## config.mk

```make
export PLATFORM = sky130hd
export DESIGN_NAME = simmem_traffic_gate
export DESIGN_NICKNAME = d
export VERILOG_FILES = /design/src/rtl/simmem_pkg.sv /design/src/rtl/simmem_outst_counter.sv /design/src/rtl/simmem_traffic_gate.sv
export SDC_FILE = /design/constraint.sdc
export NUM_CORES = 1
export LEC_CHECK = 0
export ABC_AREA = 1
export BUFFER_PORTS_ARGS = -buffer_cell sky130_fd_sc_hd__clkbuf_2
export CAP_MARGIN = 20
export CORE_ASPECT_RATIO = 1.25
export CORE_MARGIN = 2
export CORE_UTILIZATION = 57
export CTS_CLUSTER_SIZE = 25
export DETAILED_ROUTE_END_ITERATION = 10
export PLACE_DENSITY = 0.92
export SKIP_LAST_GASP = 1
export SLEW_MARGIN = 10
export SYNTH_ARGS = -nofsm -noshare
export SYNTH_HDL_FRONTEND = slang
export SYNTH_SLANG_ARGS = --single-unit
```

## constraint.sdc

```tcl
create_clock -name clk_i -period 3.35 [get_ports clk_i]
set_clock_uncertainty 0.1 [all_clocks]
set_input_delay 0.1675 -clock clk_i [delete_from_list [all_inputs] [get_ports clk_i]]
set_output_delay 0.1675 -clock clk_i [all_outputs]
set_load 0.005 [all_outputs]
```

## src/rtl/simmem_pkg.sv

```systemverilog
// Shared types and default sizing for the simmem traffic gate.
package simmem_pkg;

    typedef enum logic [1:0] {
        GateDisabled,
        GateEnabled,
        GateDraining
    } gate_state_e;

    localparam int unsigned DefNumChans = 2;
    localparam int unsigned DefMaxOutst = 32;
    localparam int unsigned DefOutstW   = 6;

endpackage

```

## src/rtl/simmem_outst_counter.sv

```systemverilog
// Per-channel outstanding-transaction counter.
// Its underflow output is a pulse; the caller makes it sticky.
module simmem_outst_counter #(
    parameter int unsigned MaxOutst = 32,
    parameter int unsigned OutstW   = 6
) (
    input  logic              clk_i,
    input  logic              rst_i,
    input  logic              inc_i,
    input  logic              dec_i,
    output logic [OutstW-1:0] cnt_o,
    output logic              at_max_o,
    output logic              is_zero_o,
    output logic              underflow_o
);

    logic [OutstW-1:0] cnt_q, cnt_d;

    always_comb begin
        cnt_d       = cnt_q;
        underflow_o = 1'b0;
        if (inc_i && !dec_i) begin
            cnt_d = cnt_q + OutstW'(1);
        end else if (!inc_i && dec_i) begin
            // A retirement with nothing outstanding holds the count at zero.
            if (cnt_q == '0) begin
                underflow_o = 1'b1;
            end else begin
                cnt_d = cnt_q - OutstW'(1);
            end
        end
    end

    always_ff @(posedge clk_i) begin
        if (rst_i) begin
            cnt_q <= '0;
        end else begin
            cnt_q <= cnt_d;
        end
    end

    assign cnt_o     = cnt_q;
    assign at_max_o  = (cnt_q >= OutstW'(MaxOutst));
    assign is_zero_o = (cnt_q == '0);

endmodule

```

## src/rtl/simmem_traffic_gate.sv

```systemverilog
// Enable/drain gate on the simmem address channels; disabling waits until
// every channel has retired its outstanding transactions.
module simmem_traffic_gate
    import simmem_pkg::*;
#(
    parameter int unsigned NumChans = DefNumChans,
    parameter int unsigned MaxOutst = DefMaxOutst,
    parameter int unsigned OutstW   = DefOutstW
) (
    input  logic                       clk_i,
    input  logic                       rst_i,
    input  logic                       en_req_i,
    input  logic [NumChans-1:0]        addr_in_valid_i,
    output logic [NumChans-1:0]        addr_in_ready_o,
    output logic [NumChans-1:0]        addr_out_valid_o,
    input  logic [NumChans-1:0]        addr_out_ready_i,
    input  logic [NumChans-1:0]        rsp_done_i,
    output logic [NumChans*OutstW-1:0] outst_cnt_o,
    output logic                       en_o,
    output logic                       idle_o,
    output logic                       underflow_o
);

    gate_state_e state_q, state_d;

    logic [NumChans-1:0] at_max;
    logic [NumChans-1:0] is_zero;
    logic [NumChans-1:0] uf_pulse;
    logic [NumChans-1:0] gate_open;
    logic [NumChans-1:0] acc;
    logic                underflow_q, underflow_d;

    assign gate_open        = (state_q == GateEnabled) ? ~at_max : '0;
    assign addr_out_valid_o = addr_in_valid_i & gate_open;
    assign addr_in_ready_o  = addr_out_ready_i & gate_open;
    assign acc              = addr_in_valid_i & addr_out_ready_i & gate_open;

    for (genvar c = 0; c < NumChans; c++) begin : g_chan
        simmem_outst_counter #(
            .MaxOutst (MaxOutst),
            .OutstW   (OutstW)
        ) u_cnt (
            .clk_i       (clk_i),
            .rst_i       (rst_i),
            .inc_i       (acc[c]),
            .dec_i       (rsp_done_i[c]),
            .cnt_o       (outst_cnt_o[c*OutstW +: OutstW]),
            .at_max_o    (at_max[c]),
            .is_zero_o   (is_zero[c]),
            .underflow_o (uf_pulse[c])
        );
    end

    always_comb begin
        state_d = state_q;
        unique case (state_q)
            GateDisabled: if (en_req_i) state_d = GateEnabled;
            GateEnabled:  if (!en_req_i) state_d = GateDraining;
            // Re-enable wins over drain completion.
            GateDraining: begin
                if (en_req_i) begin
                    state_d = GateEnabled;
                end else if (&is_zero) begin
                    state_d = GateDisabled;
                end
            end
            default:      state_d = GateDisabled;
        endcase
    end

    assign underflow_d = underflow_q | (|uf_pulse);

    always_ff @(posedge clk_i) begin
        if (rst_i) begin
            state_q     <= GateDisabled;
            underflow_q <= 1'b0;
        end else begin
            state_q     <= state_d;
            underflow_q <= underflow_d;
        end
    end

    assign en_o        = (state_q == GateEnabled);
    assign idle_o      = (state_q == GateDisabled);
    assign underflow_o = underflow_q;

endmodule

```

==> out/metrics.cfg <==
[die]
io_pins = 28
die-width_um = 45.1
die_h_um = 55.3
design.core.area_mm2 = 0.00198
dieArea_mm2 = 0.00249
fp-row-count = 18
start_util_pct = 60.6

[yosys]
netlist_area_mm2 = 0.00120
synth.mux.area_fraction_pct = 0
yosysTopAreaCell = dfxtp_1
yosys.area_share.simple_pct = 29.5
syn_avg_cell_area_um2 = 6.86
synth-xor-area-share_pct = 5.73
synth_fa_ha_area_share_pct = 14.2
synth_cells = 175
yosys_warnings = 0
synth_seq_area_share_pct = 25.0
synthTopCellsByArea = dfxtp_1 25%, ha_1 13%, inv_1 11%
synth.distinct_cells = 28
synth_top_family_by_area = simple AND/OR/NAND/NOR gates
synth_compound_area_share_pct = 12.2
synth_top_cell_area_share_pct = 25.0
ys_seq_elements = 15
synth_fp_nets = 197

[placement]
dp.cells = 219
hpwl_mm = 1.95
gp_congestion = 0.954
pre_cts_slack_ns = 0.811
io_buffer_count = 27

[grt]
grt_max_degree = 12
grt_first_pass_wirelength_mm = 4.29
gr-total-overflow = 0
grt_pass1_vias = 1062
grt_usage_pct = 22.0
antenna_found_initial = 0

[detailed_routing]
routedWlPerCell_um = 11.0
route.detailed.drc = 0
drtIter0Drc = 28
wl_mm = 2.45
routed_via_density = 5.16
first_pass_iters = 4
vias = 1155
ant_nets = 0

[timing]
setup_violations = 0
hold_viol = 0
rsz0062_at_grt = false
setup_tns_ns = 0
finalMaxSlewViolations = 0
period_share_pct = 76.7
relSlewSlack_pct = 74.6
worst_slew_pin_slew_ns = 0.380
finalCriticalPeriod_ns = 2.57
setup_ws_ns = 0.782
fmax_mhz = 389

[layout]
fin_cells = 224
nets = 227
diodes = 0
nFillCells = 175
drive_gt1_share_pct = 22.1
final_common_cell = inv_1
syn2layout_area_growth_pct = 13.9
layout_common_cells = 34 x inv_1, 32 x nand2_1, 27 x clkbuf_2, 20 x nor2_1, 15 x dfxtp_1

[clocking]
cts_resized = 0
cts.sinks = 15
clk_path_buf_depth = 2
root_buffer = clkbuf_4
postCtsSetupBuffers = 0
clkTransAtPathRegs_ns = 0.08
htreeDepth = 1
clkLatencyLatePin_ns = 0.28
numCtsBuffers = 3
cts_tree = built

[job]
maxCapViolCount = 0

[power_and_ir_drop]
powerDensity_mw_per_mm2 = 901
leakagePower_nw = 0.756
peakVddDrop_mv = 0.526

[critical_path]
critPathArrivalTime_ns = 2.65
start_kind = register
r2r_cells = 19
cp_max_fo = 6
path_class = reg2reg
crit_required_ns = 3.44
end_kind = register

[hold_path]
min_path_type = in2reg
hold_depth = 2

[status]
status = completed

path summary, 6_finish.rpt:
kind	startpoint	to	slack, ns
hold reg to reg	underflow_o	underflow_o	0.39
setup / recovery	state_q[0]	g_chan[0].u_cnt.cnt_o[5]	0.78
setup reg to reg	state_q[0]	g_chan[0].u_cnt.cnt_o[5]	0.78
hold / removal	rst_i	g_chan[0].u_cnt.cnt_o[2]	0.10
through the flow:
stage	hold WS, ns	total power [mW]	util, %	instance area (µm²)
6_report	0.102	1.23	69.0	1370
5_1_grt	0.125	1.38	69.0	1370
4_1_cts	0.104	1.23	69.0	1370
3_5_place_dp	0.259	1.13	67.2	1330
3_3_place_gp	0.258	1.11	67.2	1330
2_1_floorplan	0.145	0.940	-	1200
sequential cells by signal, indices dropped and copies added, names as in the netlist:
name	count
state_q	2
underflow_o	1
g_chan.u_cnt.cnt_o	12
routing by layer:
metal | global-route usage, % | part of all wire, % | vias to the layer above
li1 | - | - | 605
met1 | 27.4 | 42 | 508
met2 | 38.8 | 50 | 36
met3 | 1.96 | 6.0 | 6
met4 | 5.88 | 1.4 | 0
met5 | 0 | 0 | -
critical path, stage by stage, from the launching register on:
cell and delay (ns):
dfxtp_1 0.37, inv_1 0.06, nor2_2 0.10, inv_1 0.07
nor2_1 0.08, inv_1 0.06, nor2_2 0.09, nand2_1 0.08
inv_1 0.08, ha_1 0.34, inv_2 0.10, ha_1 0.34
nand2_1 0.10, inv_1 0.05, a21oi_1 0.17, nand2_1 0.07
nand2_1 0.06, nand3_1 0.06, nand2_1 0.06, inv_1 0.03
power by group:
part | leakage, nW | total, mW | internal (mW) | switching (mW)
Combinational | 0.617 | 0.785 | 0.340 | 0.445
Clock | 0.0150 | 0.101 | 0.0462 | 0.0548
Sequential | 0.124 | 0.346 | 0.251 | 0.0948
layout make-up:
cell class | instances | area [µm²] | share of cell area [%]
well taps | 20 | 25.0 | 1.83
inverters | 35 | 131 | 9.61
clock buffers | 4 | 26.3 | 1.92
flip-flops and latches | 15 | 300 | 22.0
repair buffers | 28 | 145 | 10.6
multi-input cells | 122 | 739 | 54.1
kinds of logic (layout without fill, tap and decap cells):
family	after synthesis	after routing
simple gates	78	78
buf+inv	38	67
compound gates	24	24
flops	15	15
fa+ha+maj	13	13
xor+xnor	7	7
Yosys cell counts:
cell type   n
nor3_1      2
nand4_2     1
nand3_1    11
xnor2_2     1
nor2_4      1
o21bai_2    1
buf_4       1
dfxtp_1    15
fa_1        1
nand3b_1    1
o21bai_1    3
ha_1       12
nand4_1     1
a21o_2      1
nand2_1    32
a21oi_1    10
a31oi_1     1
inv_2       1
inv_1      34
nand2_2     1
nor2_2      7
a211oi_2    1
nor4_1      1
o21ai_0     7
buf_6       2
xor2_1      1
xnor2_1     5
nor2_1     20
what timing repair did:
item,CTS,global route
hold buffers,1,0
endpoints found under the hold margin,1,0
endpoints found under the setup margin,0,0
Note: power is estimated with default switching activity, not from simulation.
